--- src/rtl/alu_share_arbiter.sv ---
// ----------------------------------------------------------------------------
// AluShareArbiter (module alu_share_arbiter)
//
// Purpose:
//   Lets two requesters share one external combinational ALU. Examples are the
//   core datapath (req0) and an address/branch helper unit (req1).
//   A round-robin arbiter picks one requester per cycle and drives its operands
//   onto the ALU. The ALU result, tagged with the requester id, then travels
//   through LAT register stages. The last stage is the response register,
//   which feeds a valid/ready response channel.
//   If the consumer holds off (response valid but not ready), the whole
//   pipeline freezes and no new request is granted.
//
// Parameters:
//   XLEN  operand/result width
//   LAT   result register stages after the ALU (legal range 1..4)
//
// Ports:
//   i_clk, i_rst                      clock (rising edge), async active-high reset
//   i_req0_valid / o_req0_ready       requester 0 handshake
//   i_req0_a, i_req0_b, i_req0_ctl    requester 0 operands and 4-bit ALUCtl
//   i_req1_*, o_req1_ready            identical set for requester 1
//   o_alu_a, o_alu_b, o_alu_ctl       operands driven to the shared ALU
//   i_alu_result                      combinational result back from the ALU
//   o_rsp_valid / i_rsp_ready         response channel handshake
//   o_rsp_id, o_rsp_data              requester tag and ALU result
//   o_busy                            any pipeline stage holds a valid op
// ----------------------------------------------------------------------------
module alu_share_arbiter #(
    parameter int XLEN = 32,
    parameter int LAT  = 2
) (
    input  logic            i_clk,
    input  logic            i_rst,

    input  logic            i_req0_valid,
    output logic            o_req0_ready,
    input  logic [XLEN-1:0] i_req0_a,
    input  logic [XLEN-1:0] i_req0_b,
    input  logic [3:0]      i_req0_ctl,

    input  logic            i_req1_valid,
    output logic            o_req1_ready,
    input  logic [XLEN-1:0] i_req1_a,
    input  logic [XLEN-1:0] i_req1_b,
    input  logic [3:0]      i_req1_ctl,

    output logic [XLEN-1:0] o_alu_a,
    output logic [XLEN-1:0] o_alu_b,
    output logic [3:0]      o_alu_ctl,
    input  logic [XLEN-1:0] i_alu_result,

    output logic            o_rsp_valid,
    input  logic            i_rsp_ready,
    output logic            o_rsp_id,
    output logic [XLEN-1:0] o_rsp_data,

    output logic            o_busy
);

    // Pipeline stage state; index 0 is the stage right after the ALU and
    // index LAT-1 is the response register.
    logic [LAT-1:0]  r_valid;
    logic [LAT-1:0]  r_id;
    logic [XLEN-1:0] r_data [LAT];

    // Round-robin pointer: 0 prefers requester 0, 1 prefers requester 1.
    logic            r_ptr;

    logic            w_stall;
    logic            w_gnt0;
    logic            w_gnt1;
    logic            w_gnt_any;

    // A response that is offered but not taken freezes every stage. When the
    // consumer takes it, the last stage frees up in the same cycle, so a new
    // grant can still happen.
    assign w_stall = r_valid[LAT-1] & ~i_rsp_ready;

    // Grant selection. A lone valid requester always wins. When both are
    // valid, the pointer breaks the tie. Reset also forces ready low,
    // so nothing looks accepted while the block is held in reset.
    always_comb begin
        w_gnt0 = 1'b0;
        w_gnt1 = 1'b0;
        if (!i_rst && !w_stall) begin
            if (i_req0_valid && (!i_req1_valid || !r_ptr)) begin
                w_gnt0 = 1'b1;
            end else if (i_req1_valid) begin
                w_gnt1 = 1'b1;
            end
        end
    end

    assign w_gnt_any    = w_gnt0 | w_gnt1;
    assign o_req0_ready = w_gnt0;
    assign o_req1_ready = w_gnt1;

    // Operand mux toward the shared ALU. Idle cycles drive zeros so the ALU
    // inputs do not toggle with whatever the requesters leave on their buses.
    always_comb begin
        o_alu_a   = '0;
        o_alu_b   = '0;
        o_alu_ctl = '0;
        if (w_gnt0) begin
            o_alu_a   = i_req0_a;
            o_alu_b   = i_req0_b;
            o_alu_ctl = i_req0_ctl;
        end else if (w_gnt1) begin
            o_alu_a   = i_req1_a;
            o_alu_b   = i_req1_b;
            o_alu_ctl = i_req1_ctl;
        end
    end

    // After a grant, the pointer moves to the requester that lost.
    // It does not move in cycles without a grant.
    always_ff @(posedge i_clk or posedge i_rst) begin
        if (i_rst) begin
            r_ptr <= 1'b0;
        end else if (w_gnt0) begin
            r_ptr <= 1'b1;
        end else if (w_gnt1) begin
            r_ptr <= 1'b0;
        end
    end

    // Result pipeline. Each unstalled cycle, every stage shifts one step,
    // bubbles included, and stage 0 captures the result of this cycle's grant.
    // A bubble loads zero data so the response bus is quiet when idle.
    // Reset clears the stages, so any op in flight is dropped and never
    // produces a response.
    always_ff @(posedge i_clk or posedge i_rst) begin
        if (i_rst) begin
            r_valid <= '0;
            r_id    <= '0;
            for (int k = 0; k < LAT; k++) begin
                r_data[k] <= '0;
            end
        end else if (!w_stall) begin
            r_valid[0] <= w_gnt_any;
            r_id[0]    <= w_gnt1;
            r_data[0]  <= w_gnt_any ? i_alu_result : '0;
            for (int k = 1; k < LAT; k++) begin
                r_valid[k] <= r_valid[k-1];
                r_id[k]    <= r_id[k-1];
                r_data[k]  <= r_data[k-1];
            end
        end
    end

    // The response channel is the last stage. It holds its value during a
    // stall because nothing advances.
    assign o_rsp_valid = r_valid[LAT-1];
    assign o_rsp_id    = r_id[LAT-1];
    assign o_rsp_data  = r_data[LAT-1];
    assign o_busy      = |r_valid;

endmodule
--- config.mk ---
export PLATFORM = sky130hd
export DESIGN_NAME = alu_share_arbiter
export DESIGN_NICKNAME = d
export VERILOG_FILES = /design/src/rtl/alu_share_arbiter.sv
export SDC_FILE = /design/constraint.sdc
export NUM_CORES = 1
export LEC_CHECK = 0
export ABC_AREA = 0
export CORE_MARGIN = 4
export CORE_UTILIZATION = 30
export DETAILED_ROUTE_END_ITERATION = 8
export GPL_TIMING_DRIVEN = 0
export PLACE_DENSITY_LB_ADDON = 0.3
export SLEW_MARGIN = 20
export SYNTH_ARGS = -nofsm -noshare
export SYNTH_HDL_FRONTEND = slang
export SYNTH_SLANG_ARGS = --single-unit
--- constraint.sdc ---
create_clock -name i_clk -period 2 [get_ports i_clk]
set_clock_uncertainty 0.05 [all_clocks]
set_input_delay 0.3 -clock i_clk [delete_from_list [all_inputs] [get_ports i_clk]]
set_output_delay 0.3 -clock i_clk [all_outputs]
set_load 0.005 [all_outputs]
==> results.ini <==
[power_and_ir_drop]
switching_share_pct = 25.52
p_comb_share_pct = 31.9
p_clk_share_pct = 33.3
net-switching-power_mw = 1.212
leakage_nw = 3.290
power_per_cell_area_nw_per_um2 = 698.2
intPower_mw = 3.538
power_frac_seq_pct = 34.7
ir_drop_mv = 0.5064

[detailed_routing]
via_count = 3533
viasPerCell = 4.781
routed_wirelength_microns = 14880
firstDrtPassIters = 4
drtIter0Drc = 122
postRouteAntennaNets = 0
routedWlPerCell_microns = 20.14
post-route-drc-count = 0

[sta]
slew-limit-headroom_pct = 49.60
min_period_ns = 2.223
timing.final.ws_setup_ns = -0.2234
finalHoldViolations = 0
period_share_pct = 111.2
rsz0062_at_grt = true
final_max_slew_viol_count = 0
fmax_ghz = 0.4498
finalSetupViolations = 68
tightest_slew_ns = 0.7545

[floorplan]
rows = 39
io_pins = 278
die_h_microns = 116.0
dieArea_sq_um = 13470
initial_core_util_pct = 30.67
coreArea_sq_um = 11420
fp.dieW_microns = 116.0

[synthesis]
synthMuxAreaShare_pct = 10.61
synthXorXnorAreaFrac_pct = 0
synth.area.top_cells = dfrtp_1 49%, a22o_1 25%, mux2_2 11%, buf_4 6.9%, buf_6 2.6%
synth_fp_nets = 447
synth-seq-cells = 69
synth_compound_area_share_pct = 26.37
syn_inst = 274
avgSynthCellArea_sq_um = 12.78
synth_top_cell_area_share_pct = 49.30
syn_area_sq_um = 3502
ys_seq_area_share_pct = 49.30
synth_top_family_by_area = compound AO/OA/AOI/OAI gates
yosysTopAreaCell = dfrtp_1
yosys.area_share.simple_pct = 1.965
synth_cell_types = 17
synth_warnings = 0
synthAdderAreaFrac_pct = 0

[cells_and_area]
fin_cells = 739
area_growth_syn_to_layout_pct = 94.25
layout_common_cells = 202 x clkdlybuf4s50_1, 100 x a22o_1, 75 x buf_2
final_common_cell = clkdlybuf4s50_1
fin_nets = 764
diodes = 0
drive_above_1_share_pct = 34.90

[clock_tree]
cts_tree = yes
ctsHtreeMaxLevel = 3
cts_sinks = 69
clockBufferDepth = 2
clk_pin_slew_worst_paths_ns = 0.06
root_buffer = clkbuf_16
insertion_delay_ns = 0.32
cts-buffers-inserted = 9
cts_hold_buf = 0

[worst_setup_path]
end_kind = primary output
crit_family = buffers and inverters
slowest_stage = dfrtp_1
arrival_ns = 1.87
path_class = reg2out
crit_path_start = r_valid[1]
r2r_start = r_valid[1]
critPathBufInv = 5
cp_common_cell = buf_6
startpoint_type = flop
slowest_delay_ns = 0.37
worst-path-max-fanout = 5
crit_path_cell_trace = nor2b_4, a2111oi_4, buf_4, buf_8, buf_6, buf_6, a22o_1, buf_2
required_ns = 1.65

[place]
dp_hpwl_microns = 11490
dpl_worst_slack_ns = -1.179
globalplace.congestion = 0.7362
dp_cells = 695
portBuffers = 277

[job]
maxCapViolations = 0

[run_status]
status = complete, but fails checks
violations = setup timing

[global_route]
grt_pass1_vias = 3794
grt_max_degree = 37
overflow = 0
grt_usage_pct = 20.84
grt_antenna_before_repair = 0
grt_pass1_wl_microns = 21330

[worst_hold_path]
hold_class = in2async

-- repair_timing --
item                                    CTS  global route
buffers inserted                         25             4
gates resized for setup                 326            17
gates cloned                              6             0
endpoints found under the setup margin   70            70
pin swaps                                66            12
-- logic make-up (layout without fill, tap and decap cells) --
family | Yosys count | after routing
mux | 33 | 33
compound gates | 104 | 104
buf+inv | 59 | 381
flops | 69 | 69
simple gates | 9 | 9
-- registers in the layout, indices dropped and copies added (netlist names) --
signal,cells
r_data,32
r_valid,2
o_rsp_data,32
r_ptr,1
r_id,2
-- cells in the mapped netlist, drive strengths merged --
master,count
inv,2
nor2b,2
nor2,1
mux2,33
or2,2
a22o,100
buf,48
nor3,2
dfrtp,69
a2111oi,1
clkbuf,9
o21ai,1
nand2b,2
a21o,2
-- through the flow --
stage	hold slack [ns]	setup TNS (ns)	cell area, sq um	power (mW)	utilization [%]
6_report	0.3083	-8.246	6803	4.750	59.58
5_1_grt	0.3632	-16.20	6803	4.990	59.58
4_1_cts	0.3277	-17.28	6815	4.808	59.69
3_5_place_dp	0.4168	-75.78	6477	3.184	56.73
3_3_place_gp	0.4073	-74.66	6457	3.153	56.55
2_1_floorplan	0.3826	0	3506	2.252	-
-- final timing paths --
check / end / slack [ns] / cells after the start
hold / removal: o_rsp_data[23] / 0.31 / 2
min in group i_clk: r_id[0] / 0.42 / 1
hold reg to reg: r_id[0] / 0.42 / 1
max in group asynchronous: o_rsp_data[1] / 0.97 / 3
setup reg to reg: r_data[32] / 0.23 / 5
setup / recovery: o_alu_a[1] / -0.22 / 8
-- routing by layer --
layer | wire length (microns) | up-vias | GRT usage [%]
met2 | 7412 | 158 | 34.75
met5 | 0 | - | 0
li1 | - | 1653 | -
met1 | 5917 | 1708 | 26.48
met3 | 1297 | 14 | 5.796
met4 | 253 | 0 | 6.110
-- power groups by stage --
| stage | clock network, mW | registers, mW | logic (mW) |
|---|---|---|---|
| 6_report | 1.58 | 1.65 | 1.52 |
| 5_1_grt | 1.69 | 1.67 | 1.63 |
| 4_1_cts | 1.62 | 1.65 | 1.54 |
| 3_5_place_dp | 0 | 1.67 | 1.51 |
| 3_3_place_gp | 0 | 1.66 | 1.49 |
| 2_1_floorplan | 0 | 1.64 | 0.608 |
-- area by class of cell --
type	count	area, sq um
flip-flops and latches	69	1727
clock buffers	10	229.0
well taps	143	178.9
clock inverters	6	71.32
fillers	974	4616
inverters	2	11.26
repair buffers	310	2809
plain buffers	53	406.6
multi-input cells	146	1370
Note: power is estimated with default switching activity, not from simulation.
